--- config.mk ---
export PLATFORM = sky130hd
export DESIGN_NAME = tlb_miss_sched
export DESIGN_NICKNAME = d
export VERILOG_FILES = /design/src/rtl/ariane_pkg.sv /design/src/rtl/tlb_miss_fifo.sv /design/src/rtl/tlb_miss_sched.sv
export SDC_FILE = /design/constraint.sdc
export NUM_CORES = 1
export LEC_CHECK = 0
export CAP_MARGIN = 25
export CORE_UTILIZATION = 49
export CTS_CLUSTER_DIAMETER = 80
export DETAILED_ROUTE_END_ITERATION = 8
export GPL_TIMING_DRIVEN = 0
export PLACE_DENSITY = 0.83
export SLEW_MARGIN = 25
export SYNTH_ARGS = -nofsm -noshare
export SYNTH_HDL_FRONTEND = slang
export SYNTH_SLANG_ARGS = --single-unit
--- constraint.sdc ---
create_clock -name clk_i -period 6.9 [get_ports clk_i]
set_input_delay 0.69 -clock clk_i [delete_from_list [all_inputs] [get_ports clk_i]]
set_output_delay 0.69 -clock clk_i [all_outputs]
set_load 0.03 [all_outputs]
--- src/rtl/ariane_pkg.sv ---
// Shared types for the TLB-miss scheduler: miss entry, FSM states, requester index.
package ariane_pkg;

  localparam int unsigned VLEN       = 39;
  localparam int unsigned ASID_WIDTH = 1;
  localparam int unsigned PAGE_BITS  = 12;
  localparam int unsigned VPN_WIDTH  = VLEN - PAGE_BITS;

  typedef struct packed {
    logic [VLEN-1:0]       vaddr;
    logic [ASID_WIDTH-1:0] asid;
    logic                  store;
  } miss_entry_t;

  typedef enum logic [1:0] {StIdle, StIssue, StWalk, StDrain} sched_state_e;

  typedef enum logic {REQ_ITLB, REQ_DTLB} req_idx_e;

  // True when the entry translates the same page (VPN and ASID) as the given walk.
  function automatic logic miss_matches(miss_entry_t e, logic [VPN_WIDTH-1:0] vpn,
                                        logic [ASID_WIDTH-1:0] asid);
    return (e.vaddr[VLEN-1:PAGE_BITS] == vpn) && (e.asid == asid);
  endfunction

endpackage

--- src/rtl/tlb_miss_fifo.sv ---
// Two-entry miss FIFO. Supports popping one or two entries (dedup) and a
// simultaneous push; flush empties it. second_match_o flags that the entry
// behind the head translates the same page as the supplied VPN/ASID.
module tlb_miss_fifo
  import ariane_pkg::*;
(
  input  logic                  clk_i,
  input  logic                  rst_i,
  input  logic                  flush_i,
  input  logic                  push_i,
  input  miss_entry_t           entry_i,
  input  logic                  pop_i,
  input  logic                  pop2_i,
  input  logic [VPN_WIDTH-1:0]  match_vpn_i,
  input  logic [ASID_WIDTH-1:0] match_asid_i,
  output logic                  full_o,
  output logic                  empty_o,
  output miss_entry_t           head_o,
  output logic                  second_match_o
);

  miss_entry_t [1:0] mem_q, mem_d;
  logic [1:0]        cnt_q, cnt_d;

  // Next-state: flush wins, then pop (one or two), then push into the freed tail.
  always_comb begin
    mem_d = mem_q;
    cnt_d = cnt_q;
    if (flush_i) begin
      cnt_d = 2'd0;
    end else begin
      if (pop2_i && cnt_q == 2'd2) begin
        cnt_d = 2'd0;
      end else if (pop_i && cnt_q != 2'd0) begin
        mem_d[0] = mem_q[1];
        cnt_d    = cnt_q - 2'd1;
      end
      if (push_i && cnt_d != 2'd2) begin
        mem_d[cnt_d[0]] = entry_i;
        cnt_d           = cnt_d + 2'd1;
      end
    end
  end

  // Storage and occupancy registers.
  always_ff @(posedge clk_i or posedge rst_i) begin
    if (rst_i) begin
      mem_q <= '0;
      cnt_q <= 2'd0;
    end else begin
      mem_q <= mem_d;
      cnt_q <= cnt_d;
    end
  end

  assign full_o         = (cnt_q == 2'd2);
  assign empty_o        = (cnt_q == 2'd0);
  assign head_o         = mem_q[0];
  assign second_match_o = (cnt_q == 2'd2) && miss_matches(mem_q[1], match_vpn_i, match_asid_i);

endmodule

--- src/rtl/tlb_miss_sched.sv ---
// TLB-miss scheduler: per-requester 2-entry miss queues, round-robin grant,
// one outstanding PTW walk, flush-safe draining of an in-flight walk.
// Optional feature macro: TLB_MISS_SCHED_DEDUP_EN (drop a queued same-page miss
// behind a successfully walked head).
module tlb_miss_sched
  import ariane_pkg::*;
(
  input  logic                  clk_i,
  input  logic                  rst_i,
  input  logic                  flush_i,
  input  logic                  itlb_miss_valid_i,
  output logic                  itlb_miss_ready_o,
  input  logic [VLEN-1:0]       itlb_miss_vaddr_i,
  input  logic                  dtlb_miss_valid_i,
  output logic                  dtlb_miss_ready_o,
  input  logic [VLEN-1:0]       dtlb_miss_vaddr_i,
  input  logic                  dtlb_miss_store_i,
  input  logic [ASID_WIDTH-1:0] asid_i,
  output logic                  walk_req_valid_o,
  input  logic                  walk_req_ready_i,
  output logic [VLEN-1:0]       walk_req_vaddr_o,
  output logic                  walk_req_is_instr_o,
  output logic                  walk_req_store_o,
  output logic [ASID_WIDTH-1:0] walk_req_asid_o,
  input  logic                  walk_done_i,
  input  logic                  walk_error_i,
  output logic                  busy_o
);

`ifdef TLB_MISS_SCHED_DEDUP_EN
  localparam bit DedupEn = 1'b1;
`else
  localparam bit DedupEn = 1'b0;
`endif

  sched_state_e state_q, state_d;
  req_idx_e     grant_q, grant_d, last_grant_q, last_grant_d;
  miss_entry_t  issue_q, issue_d;

  miss_entry_t i_entry, d_entry, i_head, d_head;
  logic        i_full, i_empty, i_match, i_push, i_pop, i_pop2;
  logic        d_full, d_empty, d_match, d_push, d_pop, d_pop2;
  logic        walk_pop, walk_pop2, dedup;

  assign itlb_miss_ready_o = !i_full && !flush_i;
  assign dtlb_miss_ready_o = !d_full && !flush_i;
  assign i_push  = itlb_miss_valid_i && itlb_miss_ready_o;
  assign d_push  = dtlb_miss_valid_i && dtlb_miss_ready_o;
  assign i_entry = '{vaddr: itlb_miss_vaddr_i, asid: asid_i, store: 1'b0};
  assign d_entry = '{vaddr: dtlb_miss_vaddr_i, asid: asid_i, store: dtlb_miss_store_i};

  assign i_pop  = walk_pop  && (grant_q == REQ_ITLB);
  assign i_pop2 = walk_pop2 && (grant_q == REQ_ITLB);
  assign d_pop  = walk_pop  && (grant_q == REQ_DTLB);
  assign d_pop2 = walk_pop2 && (grant_q == REQ_DTLB);

  tlb_miss_fifo u_itlb_fifo (
    .clk_i          (clk_i),
    .rst_i          (rst_i),
    .flush_i        (flush_i),
    .push_i         (i_push),
    .entry_i        (i_entry),
    .pop_i          (i_pop),
    .pop2_i         (i_pop2),
    .match_vpn_i    (issue_q.vaddr[VLEN-1:PAGE_BITS]),
    .match_asid_i   (issue_q.asid),
    .full_o         (i_full),
    .empty_o        (i_empty),
    .head_o         (i_head),
    .second_match_o (i_match)
  );

  tlb_miss_fifo u_dtlb_fifo (
    .clk_i          (clk_i),
    .rst_i          (rst_i),
    .flush_i        (flush_i),
    .push_i         (d_push),
    .entry_i        (d_entry),
    .pop_i          (d_pop),
    .pop2_i         (d_pop2),
    .match_vpn_i    (issue_q.vaddr[VLEN-1:PAGE_BITS]),
    .match_asid_i   (issue_q.asid),
    .full_o         (d_full),
    .empty_o        (d_empty),
    .head_o         (d_head),
    .second_match_o (d_match)
  );

  // A successful walk makes the translation resident, so a same-page miss right
  // behind the head would only re-walk the same entry.
  assign dedup = DedupEn && !walk_error_i && ((grant_q == REQ_ITLB) ? i_match : d_match);

  // FSM next-state, grant selection and walk-request valid.
  always_comb begin
    state_d          = state_q;
    grant_d          = grant_q;
    last_grant_d     = last_grant_q;
    issue_d          = issue_q;
    walk_pop         = 1'b0;
    walk_pop2        = 1'b0;
    walk_req_valid_o = 1'b0;
    unique case (state_q)
      StIdle: begin
        if (!flush_i && (!i_empty || !d_empty)) begin
          if (!i_empty && (d_empty || last_grant_q == REQ_DTLB)) grant_d = REQ_ITLB;
          else                                                   grant_d = REQ_DTLB;
          // Head stays queued until the walk completes.
          issue_d = (grant_d == REQ_ITLB) ? i_head : d_head;
          state_d = StIssue;
        end
      end
      StIssue: begin
        walk_req_valid_o = 1'b1;
        if (walk_req_ready_i) state_d = flush_i ? StDrain : StWalk;
        else if (flush_i)     state_d = StIdle;
      end
      StWalk: begin
        if (walk_done_i) begin
          state_d = StIdle;
          if (!flush_i) begin
            walk_pop     = 1'b1;
            walk_pop2    = dedup;
            last_grant_d = grant_q;
          end
        end else if (flush_i) begin
          state_d = StDrain;
        end
      end
      StDrain: begin
        // Walker still owns an orphaned request; wait it out without side effects.
        if (walk_done_i) state_d = StIdle;
      end
      default: state_d = StIdle;
    endcase
  end

  // State, grant and issue-payload registers.
  always_ff @(posedge clk_i or posedge rst_i) begin
    if (rst_i) begin
      state_q      <= StIdle;
      grant_q      <= REQ_DTLB;
      last_grant_q <= REQ_DTLB;
      issue_q      <= '0;
    end else begin
      state_q      <= state_d;
      grant_q      <= grant_d;
      last_grant_q <= last_grant_d;
      issue_q      <= issue_d;
    end
  end

  assign walk_req_vaddr_o    = issue_q.vaddr;
  assign walk_req_asid_o     = issue_q.asid;
  assign walk_req_store_o    = issue_q.store;
  assign walk_req_is_instr_o = (grant_q == REQ_ITLB);
  assign busy_o              = (state_q != StIdle) || !i_empty || !d_empty;

endmodule

======== Word level (Yosys, flattened, before mapping) ========
Cells that the tools add are included.
word-level totals
  ROM bits ................................ 0
  logic and storage cells ................. 111
  input bits .............................. 88
  output and inout port bits .............. 46
  RAM bits ................................ 0
  memories kept ........................... 0
  register bits ........................... 213
  bits in latches ......................... 0
cells by class
  equality and inequality tests ........... 11
  bitwise logic cells ..................... 2
  shift-type cells ........................ 0
  muxes and demuxes ....................... 36
  reduce and logical (&&, ||, !) cells .... 34
  div/mod/pow operators ................... 0
  multipliers ............................. 0
  add/subtract/negate cells ............... 4
  $lt $le $gt $ge ......................... 4
operators with widths
  kind                                                                          number
  41-bit two-way mux                                                            9
  82-bit bitwise mux                                                            2
  41-bit demux with 1-bit select                                                2
  2-bit two-way mux                                                             14
  1-bit logical AND                                                             14
  2-bit equality test, second input constant                                    4
  1-bit two-way mux                                                             8
  2-bit != test, second input constant                                          4
  2-bit one-hot mux with 4 select lines                                         1
  2-bit logical NOT                                                             3
  3-bit != test, second input constant                                          2
  2-bit AND reduction                                                           3
  2-bit nonzero test                                                            3
  1-bit logical NOT                                                             5
  2-bit by 1-bit adder with 2-bit output, second input constant                 2
  1-bit logical OR                                                              4
  1-bit by 2-bit less-than comparator with 1-bit output, second input constant  2
  4-bit AND reduction                                                           1
  2-bit by 1-bit subtractor with 2-bit output, second input constant            2
  3-bit AND reduction                                                           1
  2-bit by 1-bit equality test with 1-bit output, second input constant         1
  1-bit >= comparator, second input constant                                    2
  1-bit inverter                                                                2

======== Logic depth before layout (Yosys ltp) ========
  depth in word-level cells ............... 13
  depth in mapped cells ................... 8
  mapped depth without buffers ............ 6

======== Hierarchy ========
A second synthesis with hierarchy kept.
second synthesis, totals
  cell total of the unflattened synthesis .. 843
  area, all modules ....................... 10468.8 µm²
modules (own cells, without submodules)
  module          instances  area an instance (µm²)  cells an instance  seq. area each (µm²)
  tlb_miss_fifo   2          4185.3                  337                2102.0
  tlb_miss_sched  1          2098.3                  169                1128.6

======== Worst setup path before layout ========
No wires, ideal clock.
  path kind ............................... input to register
  start ................................... input port flush_i
  end ..................................... register u_dtlb_fifo.mem_q[42] (netlist bit)
  stages on the path ...................... 6
  data arrival time ....................... 2186 ps
  buffers on the path ..................... 2
  setup time .............................. 125 ps
  data required time ...................... 6775 ps
  setup slack ............................. 4589 ps
  cells stage by stage .................... nand4bb_1 -> buf_2 -> nor3_4 -> mux2i_1 -> buf_2 -> mux2_2
on the way
  word-level cells in the longest chain between the ends .. 12
  elaborated cells on any way between the ends .. 20
  classes of those cells .................. order compare (2); eq/ne (1); mux (8); bitwise (1); reduce/logical (8)
ends and longest elaborated chain
  element                                                                                                             RTL line               text
  from (decl)                                                                                                         tlb_miss_sched.sv:10   input logic flush_i,
  1-bit two-way mux                                                                                                   tlb_miss_sched.sv:120  if (!flush_i) begin
  1-bit two-way mux                                                                                                   tlb_miss_sched.sv:118  if (walk_done_i) begin
  1-bit two-way mux                                                                                                   tlb_miss_sched.sv:102  unique case (state_q)
  1-bit logical AND                                                                                                   tlb_miss_sched.sv:54   assign d_pop = walk_pop && (grant_q == REQ_DTLB);
  1-bit logical AND                                                                                                   tlb_miss_fifo.sv:34    end else if (pop_i && cnt_q != 2'd0) begin
  2-bit two-way mux                                                                                                   tlb_miss_fifo.sv:34
  2-bit two-way mux                                                                                                   tlb_miss_fifo.sv:29    if (flush_i) begin
  1-bit by 2-bit less-than comparator with 1-bit output (not written as such) or 1-bit >= comparator (tied branches)  tlb_miss_fifo.sv:39    mem_d[cnt_d[0]] = entry_i;
  1-bit logical AND (not written as such)                                                                             tlb_miss_fifo.sv:39
  41-bit two-way mux (not written as such)                                                                            tlb_miss_fifo.sv:39
  41-bit demux with 1-bit select                                                                                      -
  82-bit bitwise mux                                                                                                  tlb_miss_fifo.sv:39
  to (signal assigned)                                                                                                tlb_miss_fifo.sv:51    mem_q <= mem_d;
  to (decl)                                                                                                           tlb_miss_fifo.sv:22    miss_entry_t [1:0] mem_q, mem_d;
Parallel ways exist; a longest one is shown, timed or not. The select of a mux whose other input is x is not followed.
A chain may end at the register's enable or synchronous reset.

======== Final worst setup path ========
  start ................................... register u_dtlb_fifo.cnt_q[0]
  end ..................................... output port busy_o
on the way
  word-level cells in the longest chain between the ends .. 3
ends and longest elaborated chain
  element                 RTL line               text
  from (decl)             tlb_miss_fifo.sv:23    logic [1:0] cnt_q, cnt_d;
  from (signal assigned)  tlb_miss_fifo.sv:52    cnt_q <= cnt_d;
  2-bit logical NOT       tlb_miss_fifo.sv:57    assign empty_o = (cnt_q == 2'd0);
  1-bit logical NOT       tlb_miss_sched.sv:156  assign busy_o = (state_q != StIdle) || !i_empty || !d_empty;
  1-bit logical OR        tlb_miss_sched.sv:156
  to (decl)               tlb_miss_sched.sv:27   output logic busy_o
No other way between the ends.

==> out/results.ini <==
[timing]
finalCritPeriodShare=0.456
finClkSkew_ps=6.31
rsz0062_at_grt=no
setup_viol=0
max_slew_margin=0.414
fmax_mhz=318
finalMaxSlewViolations=0
post-route-min-period_ps=3150
finalHoldViolations=0
worst_slew_pin_slew_ps=876

[min_path]
hp-class=flip-flop to flip-flop
worstHoldStart=last_grant_q$_DFFE_PP1N_
holdPathEnd=last_grant_q$_DFFE_PP1N_
min_path_cells=2

[placement]
io_buffers=132
gp_congestion=0.795
dp_cells=1064
place_hpwl_mm=15.0

[grt]
grt_pass1_wl_mm=35.5
grt_pass1_vias=6568
antenna_found_initial=0
grtUsageTotal=0.234
overflow=0
grt_max_degree=99

[route]
drt_first_pass_iters=7
wl_per_cell_um=20.0
drc=24
finalWirelength_mm=22.1
vias=6337
drt_iter0_markers=491
routed_via_density=5.75
drtAntennaViolNets=0

[power]
switching_share=0.315
combPwrFrac=0.315
pwr-share-clk=0.249
ir_drop_uv=187
power.switching_mw=1.46
total_power_mw=4.62
internal_power_mw=3.16
seqPwrFrac=0.435
leakage_nw=4.91
power_density_mw_per_mm2=402

[layout]
final_cell_count_no_fill=1103
n_antenna_cell=0
layout.nets=952
num-fill-cells=1337
syn_to_final_growth_pct=26.2
drive_above_1_share=0.348

[synthesis]
seq_area_frac_synth=0.583
synth_area_leaders=dfrtp_1, mux2_2, o221a_2
ys_ff_latch=212
synthMuxAreaShare=0.151
yosys_warnings=0
synthSimpleGateAreaFrac=0.0972
yosysTopAreaCellShare=0.577
yosys.cell_types.count=32
synth-adder-area-share=0.00549
synth_top_family_by_area=multiplexers
synth-compound-area-share=0.138
synth_area_sq_mm=0.00911
synth-xor-area-share=0
syn_avg_cell_area_sq_um=13.0
synthArstFlopShare=1.00
synth_edf_count=0
yosysMostFrequentCell=dfrtp_1
synth_common_cells=dfrtp_1, mux2_2, or2_2
yosys.area.top_type=dfrtp_1
ys.flop_type=dfrtp_1
syn-num-nets=793
post_synth_inst_count=701

[setup_path]
timing.rr.end=u_itlb_fifo.head_o[4]$_DFFE_PP0N_
r2r_setup_slack_ps=4070
cp.arrival_ps=2460
worst_setup_path_start_kind=flip-flop
end_kind=output port
cp.required_ps=6210
r2r-start=u_itlb_fifo.cnt_q[0]$_DFF_PP0_
cp_max_fo=6
critical_path_class=flip-flop to output port
reg2reg_depth=7

[outcome]
status=complete, but fails checks
violations=DRC

[clocking]
cts_setup_buffers=0
postCtsHoldBufs=0
clk_pin_slew_ps=60
h-tree-depth=1
clock_insertion_delay_worst_skew_ps=500
cts-root-buf=clkbuf_16
tritoncts=built
clock_path_buffers=3
cts-resized-gates=0
tritoncts.num_buffers=23
cts_sinks=212

[floorplan]
num_rows=49
core_area_sq_mm=0.0181
die_h_um=138
die_w_um=138
start_util=0.504
pin_count=134
die-area_sq_mm=0.0191

[flow_run]
drv_cap=0

[routing by layer]
layer	up-vias	track usage	part of all wire
met4	0	0.0651	0.022
met1	3245	0.320	0.44
met5	-	0	0
li1	2884	-	-
met3	41	0.0440	0.054
met2	167	0.383	0.48
[through the flow]
step | setup TNS, ps | hold WS (ps) | worst slack [ps] | cell area (sq um) | utilization
after global placement | -460990 | 471 | -2210 | 10700 | 0.593
after floorplan | 0 | 460 | 419 | 9110 | -
after CTS | 0 | 487 | 3740 | 11500 | 0.635
after global routing | 0 | 500 | 3620 | 11500 | 0.636
final | 0 | 485 | 3750 | 11500 | 0.636
after detailed placement | 0 | 479 | 3400 | 10800 | 0.596
[area by class of cell]
class / instances / area (sq um) / area share
well taps: 229 / 287 / 0.0249
inverters: 7 / 33.8 / 0.00294
plain buffers: 50 / 206 / 0.0180
multi-input cells: 432 / 3580 / 0.312
repair buffers: 134 / 1380 / 0.120
flip-flops and latches: 212 / 5310 / 0.462
clock buffers: 36 / 684 / 0.0595
clock inverters: 3 / 15.0 / 0.00131
[sequential cells by signal (all words and copies together) (netlist names)]
name / count
grant_q: 1
last_grant_q: 1
state_q: 2
u_dtlb_fifo.cnt_q: 2
u_dtlb_fifo.head_o: 41
u_dtlb_fifo.mem_q: 41
u_itlb_fifo.cnt_q: 2
u_itlb_fifo.head_o: 41
u_itlb_fifo.mem_q: 40
walk_req_asid_o: 1
walk_req_store_o: 1
walk_req_vaddr_o: 39
[cells by family (layout without fill, tap and decap cells)]
family / after synthesis / in the layout
compound gates: 142 / 142
buf+inv: 57 / 230
simple gates: 159 / 159
flops: 212 / 212
mux: 127 / 127
fa+ha+maj: 4 / 4
[how the worst max path moves through the flow]
stage                                         startpoint                                  to  slack, ps  cells past startpoint
final                     u_dtlb_fifo.cnt_q[0]$_DFF_PP0_                              busy_o       3750                      5
after global routing      u_dtlb_fifo.cnt_q[0]$_DFF_PP0_                              busy_o       3620                      5
after CTS                 u_itlb_fifo.cnt_q[0]$_DFF_PP0_                              busy_o       3740                      5
after detailed placement                         flush_i  u_dtlb_fifo.head_o[40]$_DFFE_PP0N_       3400                      7
after global placement                             rst_i   u_itlb_fifo.mem_q[45]$_DFFE_PP0P_      -2210                      2
after floorplan                                    rst_i              state_q[0]$_DFFE_PP0P_        420                      1
[power by group through the flow]
stage / sequential (mW) / clock, mW / combinational, mW
2_1_floorplan: 2.14 / 0 / 0.777
3_3_place_gp: 1.99 / 0 / 1.40
3_5_place_dp: 2.02 / 0 / 1.45
4_1_cts: 2.01 / 1.17 / 1.46
5_1_grt: 2.06 / 1.21 / 1.57
6_report: 2.01 / 1.15 / 1.46
[layout by cell type (no fill, tap or decap), types with 3 or more instances in the layout]
cell type        synthesis  layout
buf_1                    6       6
dfrtp_1                210     210
clkbuf_8                 0       6
o21ai_0                  4       4
clkinv_2                 0       3
clkdlybuf4s50_1          0     132
nor2_1                  54      54
or3_1                    3       3
and3_1                   4       4
ha_1                     4       4
o221a_2                 80      80
a211oi_1                 4       4
clkbuf_16                0      23
inv_1                    7       6
or2_2                   82      82
a21oi_1                 44      44
mux2_2                  83      83
mux2i_1                 44      44
nand2_1                  4       4
buf_2                   15      15
clkbuf_1                29      36
[worst max-delay path, stage by stage, from the launching register on]
cell             delay [ps]
dfrtp_1                 400
inv_1                   170
ha_1                    370
nand2_1                 110
or3_1                   310
clkdlybuf4s50_1         600
No activity file was read; power rests on OpenSTA's default activity.
